$ cat src/rtl/fetch_unit.sv
// rtl/fetch_unit.sv - RISC-V instruction fetch stage with single-outstanding imem requests
// Owns the PC, buffers one instruction toward decode and applies execute redirects.
module fetch_unit #(
  parameter int unsigned   DW       = 32,
  parameter logic [DW-1:0] RESET_PC = '0
) (
  input  logic          clk_i,
  input  logic          rst_i,
  input  logic          ex_valid_i,
  input  logic          ex_is_branch_i,
  input  logic          branch_i,
  input  logic          ex_jal_i,
  input  logic          ex_jalr_i,
  input  logic [DW-1:0] ex_pc_i,
  input  logic [DW-1:0] ex_imm_i,
  input  logic [DW-1:0] ex_rs1_i,
  output logic          redirect_o,
  output logic          misalign_o,
  output logic          imem_req_o,
  output logic [DW-1:0] imem_addr_o,
  input  logic          imem_gnt_i,
  input  logic          imem_rvalid_i,
  input  logic [31:0]   imem_rdata_i,
  output logic          if_valid_o,
  output logic [31:0]   if_instr_o,
  output logic [DW-1:0] if_pc_o,
  input  logic          id_ready_i
);

  typedef enum logic [1:0] {S_IDLE, S_REQ, S_WAIT} state_e;

  state_e        state_q, state_d;
  logic [DW-1:0] pc_q, pc_d;
  logic [DW-1:0] addr_q, addr_d;
  logic [DW-1:0] out_addr_q, out_addr_d;
  logic          kill_q, kill_d;
  logic          valid_q, valid_d;
  logic [31:0]   instr_q, instr_d;
  logic [DW-1:0] ipc_q, ipc_d;
  logic          mis_q;
  logic [DW-1:0] sum_br, sum_jalr, tgt_raw, tgt;
  logic          redirect, buf_free;

  assign redirect = ex_valid_i & ((ex_is_branch_i & branch_i) | ex_jal_i | ex_jalr_i);
  assign sum_br   = ex_pc_i + ex_imm_i;
  assign sum_jalr = (ex_rs1_i + ex_imm_i) & ~DW'(1);
  assign tgt_raw  = ex_jalr_i ? sum_jalr : sum_br;
  assign tgt      = tgt_raw & ~DW'(3);
  assign buf_free = ~valid_q | id_ready_i;

  always_comb begin
    state_d    = state_q;
    pc_d       = pc_q;
    out_addr_d = out_addr_q;
    kill_d     = kill_q;
    valid_d    = valid_q & ~id_ready_i;
    instr_d    = instr_q;
    ipc_d      = ipc_q;
    case (state_q)
      S_IDLE: begin
        if (buf_free | redirect) state_d = S_REQ;
      end
      S_REQ: begin
        if (redirect) kill_d = 1'b1;
        if (imem_gnt_i) begin
          state_d    = S_WAIT;
          out_addr_d = addr_q;
          if (!kill_q) pc_d = pc_q + DW'(4);
        end
      end
      S_WAIT: begin
        if (imem_rvalid_i) begin
          kill_d = 1'b0;
          if (redirect | kill_q) begin
            state_d = (redirect | buf_free) ? S_REQ : S_IDLE;
          end else if (buf_free) begin
            valid_d = 1'b1;
            instr_d = imem_rdata_i;
            ipc_d   = out_addr_q;
            state_d = S_REQ;
          end else begin
            // Decode still holds the previous entry: drop this word and refetch it later.
            pc_d    = out_addr_q;
            state_d = S_IDLE;
          end
        end else if (redirect) begin
          kill_d = 1'b1;
        end
      end
      default: state_d = S_IDLE;
    endcase
    if (redirect) begin
      pc_d    = tgt;
      valid_d = 1'b0;
    end
  end

  // An ungranted request keeps its address even when pc_q moves to a redirect target.
  assign addr_d = (state_q == S_REQ && !imem_gnt_i) ? addr_q : pc_d;

  always_ff @(posedge clk_i or posedge rst_i) begin
    if (rst_i) begin
      state_q    <= S_IDLE;
      pc_q       <= RESET_PC;
      addr_q     <= RESET_PC;
      out_addr_q <= RESET_PC;
      kill_q     <= 1'b0;
      valid_q    <= 1'b0;
      instr_q    <= '0;
      ipc_q      <= '0;
      mis_q      <= 1'b0;
    end else begin
      state_q    <= state_d;
      pc_q       <= pc_d;
      addr_q     <= addr_d;
      out_addr_q <= out_addr_d;
      kill_q     <= kill_d;
      valid_q    <= valid_d;
      instr_q    <= instr_d;
      ipc_q      <= ipc_d;
      mis_q      <= redirect & tgt_raw[1];
    end
  end

  assign redirect_o  = redirect;
  assign misalign_o  = mis_q;
  assign imem_req_o  = (state_q == S_REQ);
  assign imem_addr_o = addr_q;
  assign if_valid_o  = valid_q;
  assign if_instr_o  = instr_q;
  assign if_pc_o     = ipc_q;

endmodule

$ cat config.mk
export PLATFORM = sky130hd
export DESIGN_NAME = fetch_unit
export DESIGN_NICKNAME = d
export VERILOG_FILES = /design/src/rtl/fetch_unit.sv
export SDC_FILE = /design/constraint.sdc
export NUM_CORES = 1
export LEC_CHECK = 0
export ABC_AREA = 1
export BUFFER_PORTS_ARGS = -buffer_cell sky130_fd_sc_hd__buf_4
export CORE_MARGIN = 2
export CORE_UTILIZATION = 51
export DETAILED_ROUTE_END_ITERATION = 8
export GPL_ROUTABILITY_DRIVEN = 1
export PLACE_DENSITY_LB_ADDON = 0.05
export SLEW_MARGIN = 20
export SYNTH_ARGS = -nofsm -noshare
export SYNTH_HDL_FRONTEND = slang
export SYNTH_SLANG_ARGS = --single-unit
export TNS_END_PERCENT = 10
$ cat constraint.sdc
create_clock -name clk_i -period 5.5 [get_ports clk_i]
set_input_delay 1.1 -clock clk_i [delete_from_list [all_inputs] [get_ports clk_i]]
set_output_delay 1.1 -clock clk_i [all_outputs]
set_load 0.02 [all_outputs]
Word level (Yosys, flattened, before mapping)
Cells that the tools add are included.

Bits in registers: 165. Input port bits: 138. Output and inout bits: 100. Logic and storage cells: 59.

Add/subtract/negate cells: 3. Eq/ne operators: 5. Muxes and demuxes: 23. Bitwise gates (word level): 12. Reduce and logical (&&, ||, !) cells: 7.

Operator list (number): 2-to-1 mux 32 bit (7); adder 32 bit (2); case mux 32 bit (2 select lines) (1); adder 32 x 3 -> 32 bit, second input constant (1); 2-to-1 mux 1 bit (10); 2-to-1 mux 2 bit (3); case mux 2 bit (3 select lines) (1); bitwise OR 1 bit (5); AND 1 bit (4); inequality test 2 bit, second input constant (2); AND reduction 4 bit (1); inverter 1 bit (3); AND reduction 3 bit (1); equality test 2 x 1 -> 1 bit, second input constant (1); equality test 2 bit, second input constant (1); zero test 2 bit (1); inequality test 2 x 1 -> 1 bit, second input constant (1); case mux 1 bit (2 select lines) (1); AND reduction 2 bit (1); nonzero test 2 bit (1); logical AND 1 bit (1); zero test 1 bit (1).

Logic depth before layout (Yosys ltp)
Gate-level depths: netlist of run 1.

Depth after elaboration: 9. Gate-level depth with buffers: 18. Gate-level depth less buffers: 18.

Worst setup path after synthesis of run 1
Ideal clock, no wire load.

Path kind: input port to output port. Start: input ex_jalr_i. End: output redirect_o. Data arrival time: 2.101 ns. Data required time: 4.400 ns. Setup slack: 2.299 ns. Stages: 7. Path buffers: 3. Cells stage by stage: clkbuf_1 > nor2_1 > nand2_1 > nand2_1 > buf_2 > inv_1 > clkbuf_1.

Longest elaborated chain between the ends: 2.

Ends and longest elaborated chain: start: declaration (RTL line 13) `input logic ex_jalr_i,`; bitwise OR 1 bit (RTL line 44) `assign redirect = ex_valid_i & ((ex_is_branch_i & branch_i) | ex_jal_i | ex_jalr_i);`; AND 1 bit (RTL line 44); end: declaration (RTL line 17) `output logic redirect_o,`.

Every way passes these cells.

Worst setup path in the final report of run 1
Same ends and word-level chain as after synthesis.

==> impl_metrics.yaml, run 1 <==
timing:
  post-route-period-util_pct: 61.5
  tightest_slew_ns: 0.888
  rsz0062_at_grt: "false"
  tns_ns: 0
  finalHoldViolCount: 0
  whs_ns: 0.483
  fmax_mhz: 296
  skew_ns: 0.0125
  slew_headroom_pct: 40.8
  drv_slew: 0
  post-route-min-period_ns: 3.38
  setup_viol: 0
worst_setup_path:
  end_kind: "primary output"
  cp_max_fo: 34
  cp.required_ns: 4.40
  start_kind: "primary input"
  arrival_ns: 2.28
  regToRegSetupSlack_ns: 3.02
  r2r-start: "if_valid_o"
  criticalPathCategory: "in -> out"
  r2r_end: "imem_addr_o[5]"
  r2r_cells: 14
power:
  seq_power_share_pct: 31.8
  total_power_w: 0.00692
  pwr-share-comb_pct: 49.9
  vdd_drop_max_mv: 0.262
  p_leak_nw: 7.91
  p_int_w: 0.00381
  p_sw_share_pct: 45.0
  powerDensity_mw_per_mm2: 462
  p_sw_w: 0.00312
  clockPowerShare_pct: 18.3
synthesis:
  ys.flop_type: "dfrtp_1"
  synth_top_area_share_pct: 33.7
  yosysWarnings: 0
  netlist_top_cells_area: "dfrtp_1 (34%), nand2_1 (17%), nand3_1 (7.1%)"
  synth-seq-area-share_pct: 33.7
  synth_seq_cells: 165
  ys_types: 40
  avgSynthCellArea_um2: 6.68
  synth_top_area_cell: "dfrtp_1"
  synth-async-reset-ratio_pct: 100
  synthesis.area_mm2: 0.0123
  synth-edff-count: 0
  synthCells: 1834
  syn_nets: 2039
cts:
  cts_max_level: 4
  cts_tree: "built"
  cts_sinks: 165
  post_cts.repair.setup_buffers: 0
  cts_root_buf: "clkbuf_16"
  cts_buffer_depth: 2
  clk_latency_ns: 0.44
  clk_pin_slew_worst_paths_ns: 0.06
  cts_hold_buf: 0
  cts_buffers: 17
  post_cts_resized: 0
cells_and_area:
  nets: 2252
  final.fill_count: 2255
  area_delta_synth_final_pct: 22.1
  multiInputGateArea_mm2: 0.00713
  final_layout_size_suffix_gt1_share_pct: 15.7
  seqCellArea_mm2: 0.00413
  diodes: 0
  layout_common_cells: "nand2_1 (544), buf_4 (245), inv_1 (208)"
  final_cell_count_no_fill: 2379
  layout_commonest_cell: "nand2_1"
  fin_util_pct: 63.6
routing:
  wl_um: 40100
  drc_errors: 0
  drtAntennaViolNets: 0
  routedWlPerCell_um: 16.9
  vias_per_cell: 5.54
  first_pass_iters: 6
  drt_iter0_drc: 1203
  num_vias: 13200
floorplan:
  fp.dieW_um: 159
  pin_count: 238
  num_rows: 56
  dieArea_mm2: 0.0253
  die_y_um: 159
  start_util_pct: 52.1
  core_mm2: 0.0235
place:
  io_buffers: 237
  place_hpwl_um: 30900
  globalplace.congestion: 1.05
  dp.cells: 2347
grt:
  overflow: 0
  track_usage_pct: 31.4
  grt_pass1_vias: 12700
  grt_max_degree: 166
  antenna_found_initial: 0
  grt_pass1_wl_um: 64200
run:
  maxCapViolCount: 0
hold_path:
  hold_depth: 2
  worstHoldPathType: "reg -> reg"
  holdCritStartpoint: "if_pc_o[12]"
  holdPathEnd: "if_pc_o[12]"
run_status:
  status: "finished, final reports clean"
## synthesized netlist by cell type, types with 7 or more instances
master      n
nor2_1    151
clkbuf_1   35
mux2_2     32
ha_1       65
nand3_1   174
nand2_1   545
buf_2      11
inv_1     209
o211ai_1   11
dfrtp_1   165
xor2_1      9
buf_1       7
and2_1     13
nand4_1    27
nor3_1     24
nand3b_1    7
a21oi_1   151
o21ai_0   148
## layout make-up
class | count | share of cell area [%]
timing repair buffer | 247 | 12.6
tap | 319 | 2.67
inverter | 213 | 5.37
multi-input combinational | 1403 | 47.6
sequential | 165 | 27.6
clock inverter | 14 | 1.30
clock buffer | 18 | 2.93
## registers in the layout, summed over array words and instances, names as in the netlist
| signal | count |
|---|---|
| if_instr_o | 32 |
| if_pc_o | 32 |
| if_valid_o | 1 |
| imem_addr_o | 32 |
| kill_q | 1 |
| misalign_o | 1 |
| out_addr_q | 32 |
| pc_q | 32 |
| state_q | 2 |
## cells by family (layout without fill, tap and decap cells)
kind of cell	Yosys count	in the layout	share of synthesized area [%]
flops	165	165	33.7
fa+ha+maj	67	67	6.96
compound gates	339	339	14.7
buf+inv	266	492	8.26
xor+xnor	13	13	0.929
simple gates	952	952	32.5
mux	32	32	2.94
## worst max-delay path, cell delays in order
cell and delay (ns):
buf_4 0.24, nor2_1 0.15, nand2_1 0.06, nand2_1 0.10, buf_4 0.35, inv_1 0.11
buf_4 0.17
## worst max path at each step
| stage | slack (ns) | depth (start not counted) | endpoint | from |
|---|---|---|---|---|
| floorplan | 2.30 | 1 | if_instr_o[0] | rst_i |
| global placement | 2.05 | 13 | imem_addr_o[18] | ex_imm_i[16] |
| detailed placement | 2.08 | 16 | imem_addr_o[10] | ex_jalr_i |
| CTS | 2.12 | 7 | redirect_o | ex_jalr_i |
| global route | 2.02 | 7 | redirect_o | ex_jalr_i |
| finish | 2.12 | 7 | redirect_o | ex_jalr_i |
## routing by layer
layer	wire (µm)	global-route usage [%]
met1	17300	41.7
met2	19000	52.6
met3	2570	4.22
met4	1220	11.7
met5	0	0
## per-stage QoR
step / setup WS, ns / instance area [µm²]
2_1_floorplan: 2.30 / 12300
3_3_place_gp: 2.05 / 14300
3_5_place_dp: 2.08 / 14300
4_1_cts: 2.12 / 15000
5_1_grt: 2.02 / 15000
6_report: 2.12 / 15000
## power groups by stage
stage / clock [W] / combinational (W) / sequential, W
floorplan: 0 / 0.00180 / 0.00253
global placement: 0 / 0.00335 / 0.00219
detailed placement: 0 / 0.00342 / 0.00221
CTS: 0.00128 / 0.00344 / 0.00219
global route: 0.00133 / 0.00380 / 0.00227
finish: 0.00127 / 0.00345 / 0.00220
Note: power is estimated with default switching activity, not from simulation.
==> run 2: changes to the inputs <==
clock period = 3.1 ns   (was 5.5 ns; I/O delays follow)
==> run 2 against run 1 <==
Compared with the run above: wire length is 2.2% higher; final area is 0.59% higher; combinational power is 79% higher; die area stayed put; critical path depth is 7 higher; largest power group unchanged; non-clock buffer count is 14 higher; critical endpoint is now imem_addr_o[24]; first-iteration DRC count is 2.7% higher; total power is 76% higher; global-route usage is 0.73 points higher; sequential power is 78% higher; setup slack worse by 1.8 ns.
==> impl_metrics.yaml, run 2 (synthesis results as in run 1) <==
cts:
  clk_pin_slew_worst_paths_ns: 0.07
  cts_root_buf: "clkbuf_16"
  cts_max_level: 4
  cts_hold_buf: 0
  post_cts.repair.setup_buffers: 0
  cts_buffers: 17
  clk_latency_ns: 0.44
  post_cts_resized: 0
  cts_sinks: 165
  cts_tree: "built"
  cts_buffer_depth: 2
power:
  pwr-share-comb_pct: 50.9
  p_int_w: 0.00655
  clockPowerShare_pct: 17.0
  p_leak_nw: 7.97
  vdd_drop_max_mv: 0.701
  powerDensity_mw_per_mm2: 807
  p_sw_share_pct: 46.1
  seq_power_share_pct: 32.2
  p_sw_w: 0.00561
worst_setup_path:
  r2r_cells: 8
  cp_max_fo: 6
  cp.required_ns: 3.48
  arrival_ns: 3.13
  r2r-start: "state_q[1]"
  criticalPathCategory: "in -> reg"
  r2r_end: "imem_addr_o[15]"
  start_kind: "primary input"
  end_kind: "flop"
  regToRegSetupSlack_ns: 0.62
floorplan:
  fp.dieW_um: 159
  num_rows: 56
  pin_count: 238
  start_util_pct: 52.1
  dieArea_mm2: 0.0253
  die_y_um: 159
  core_mm2: 0.0235
timing:
  drv_slew: 0
  fmax_mhz: 363
  rsz0062_at_grt: "false"
  setup_slack_ns: 0.348
  setup_viol: 0
  slew_headroom_pct: 38.1
  skew_ns: 0.0101
  tns_ns: 0
  tightest_slew_ns: 0.929
  post-route-min-period_ns: 2.75
  finalHoldViolCount: 0
  post-route-period-util_pct: 88.8
routing:
  vias_per_cell: 5.57
  routedWlPerCell_um: 17.1
  num_vias: 13300
  wl_um: 41000
  drc_errors: 0
  first_pass_iters: 5
  drt_iter0_drc: 1236
  drtAntennaViolNets: 0
grt:
  antenna_found_initial: 0
  overflow: 0
  grt_pass1_vias: 12400
  track_usage_pct: 32.2
  grt_pass1_wl_um: 65000
  grt_max_degree: 97
run_status:
  status: "finished, final reports clean"
hold_path:
  worstHoldPathType: "in -> async"
cells_and_area:
  nets: 2266
  layout_common_cells: "nand2_1 (544), buf_4 (256), inv_1 (208)"
  diodes: 0
  final_layout_size_suffix_gt1_share_pct: 16.2
  final.fill_count: 2186
  area_delta_synth_final_pct: 22.9
  layout_commonest_cell: "nand2_1"
place:
  place_hpwl_um: 32600
  io_buffers: 237
  pre_cts_slack_ns: 0.0272
  globalplace.congestion: 1.06
run:
  maxCapViolCount: 0
run 2: how the worst max path moves through the flow:
stage | start | to | cells past startpoint
CTS | ex_imm_i[1] | imem_addr_o[24] | 14
detailed placement | ex_imm_i[1] | imem_addr_o[24] | 14
finish | ex_imm_i[1] | imem_addr_o[24] | 14
global route | ex_imm_i[1] | imem_addr_o[24] | 15
floorplan | rst_i | if_instr_o[0] | 1
global placement | ex_imm_i[1] | imem_addr_o[24] | 15
run 2: per-layer routing:
metal	wire length (µm)	track usage [%]	vias up
met5	0	0	-
met4	981	10.5	0
met3	2740	3.13	56
met2	19900	54.9	567
met1	17400	43.2	6200
li1	-	-	6508
run 2: final cells by class:
| cell class | count | area (µm²) | area share, % |
|---|---|---|---|
| Sequential cell | 165 | 4130 | 27.4 |
| Inverter | 213 | 803 | 5.33 |
| Multi-Input combinational cell | 1403 | 7120 | 47.3 |
| Tap cell | 319 | 399 | 2.65 |
| Clock buffer | 17 | 425 | 2.82 |
| Timing Repair Buffer | 261 | 2020 | 13.4 |
| Clock inverter | 15 | 160 | 1.06 |
run 2: critical path, stage by stage:
cell     delay [ns]
buf_4          0.10
inv_1          0.07
fa_1           0.46
o21ai_1        0.54
inv_1          0.09
o21ai_1        0.45
nand2_1        0.15
nand4_1        0.11
nand3_1        0.14
nand2_1        0.12
nand2_1        0.05
nand2_1        0.10
nand2_1        0.05
nand2_1        0.06
run 2: power groups by stage:
stage                     clock (W)  sequential [W]  combinational (W)
final                       0.00206         0.00391            0.00619
after global routing        0.00218         0.00404            0.00679
after CTS                   0.00208         0.00389            0.00615
after detailed placement          0         0.00392            0.00610
after global placement            0         0.00387            0.00594
after floorplan                   0         0.00448            0.00320
run 2: through the flow:
stage                     utilization [%]  total power (W)  instance area, µm²  hold slack [ns]  instances
after CTS                            64.0           0.0121               15100            0.362       2393
after global routing                 64.0           0.0130               15100            0.400       2393
after global placement               61.5          0.00982               14500            0.466       2361
after floorplan                         -          0.00768               12300            0.453       1834
final                                64.0           0.0122               15100            0.343       2393
after detailed placement             61.5           0.0100               14500            0.472       2361
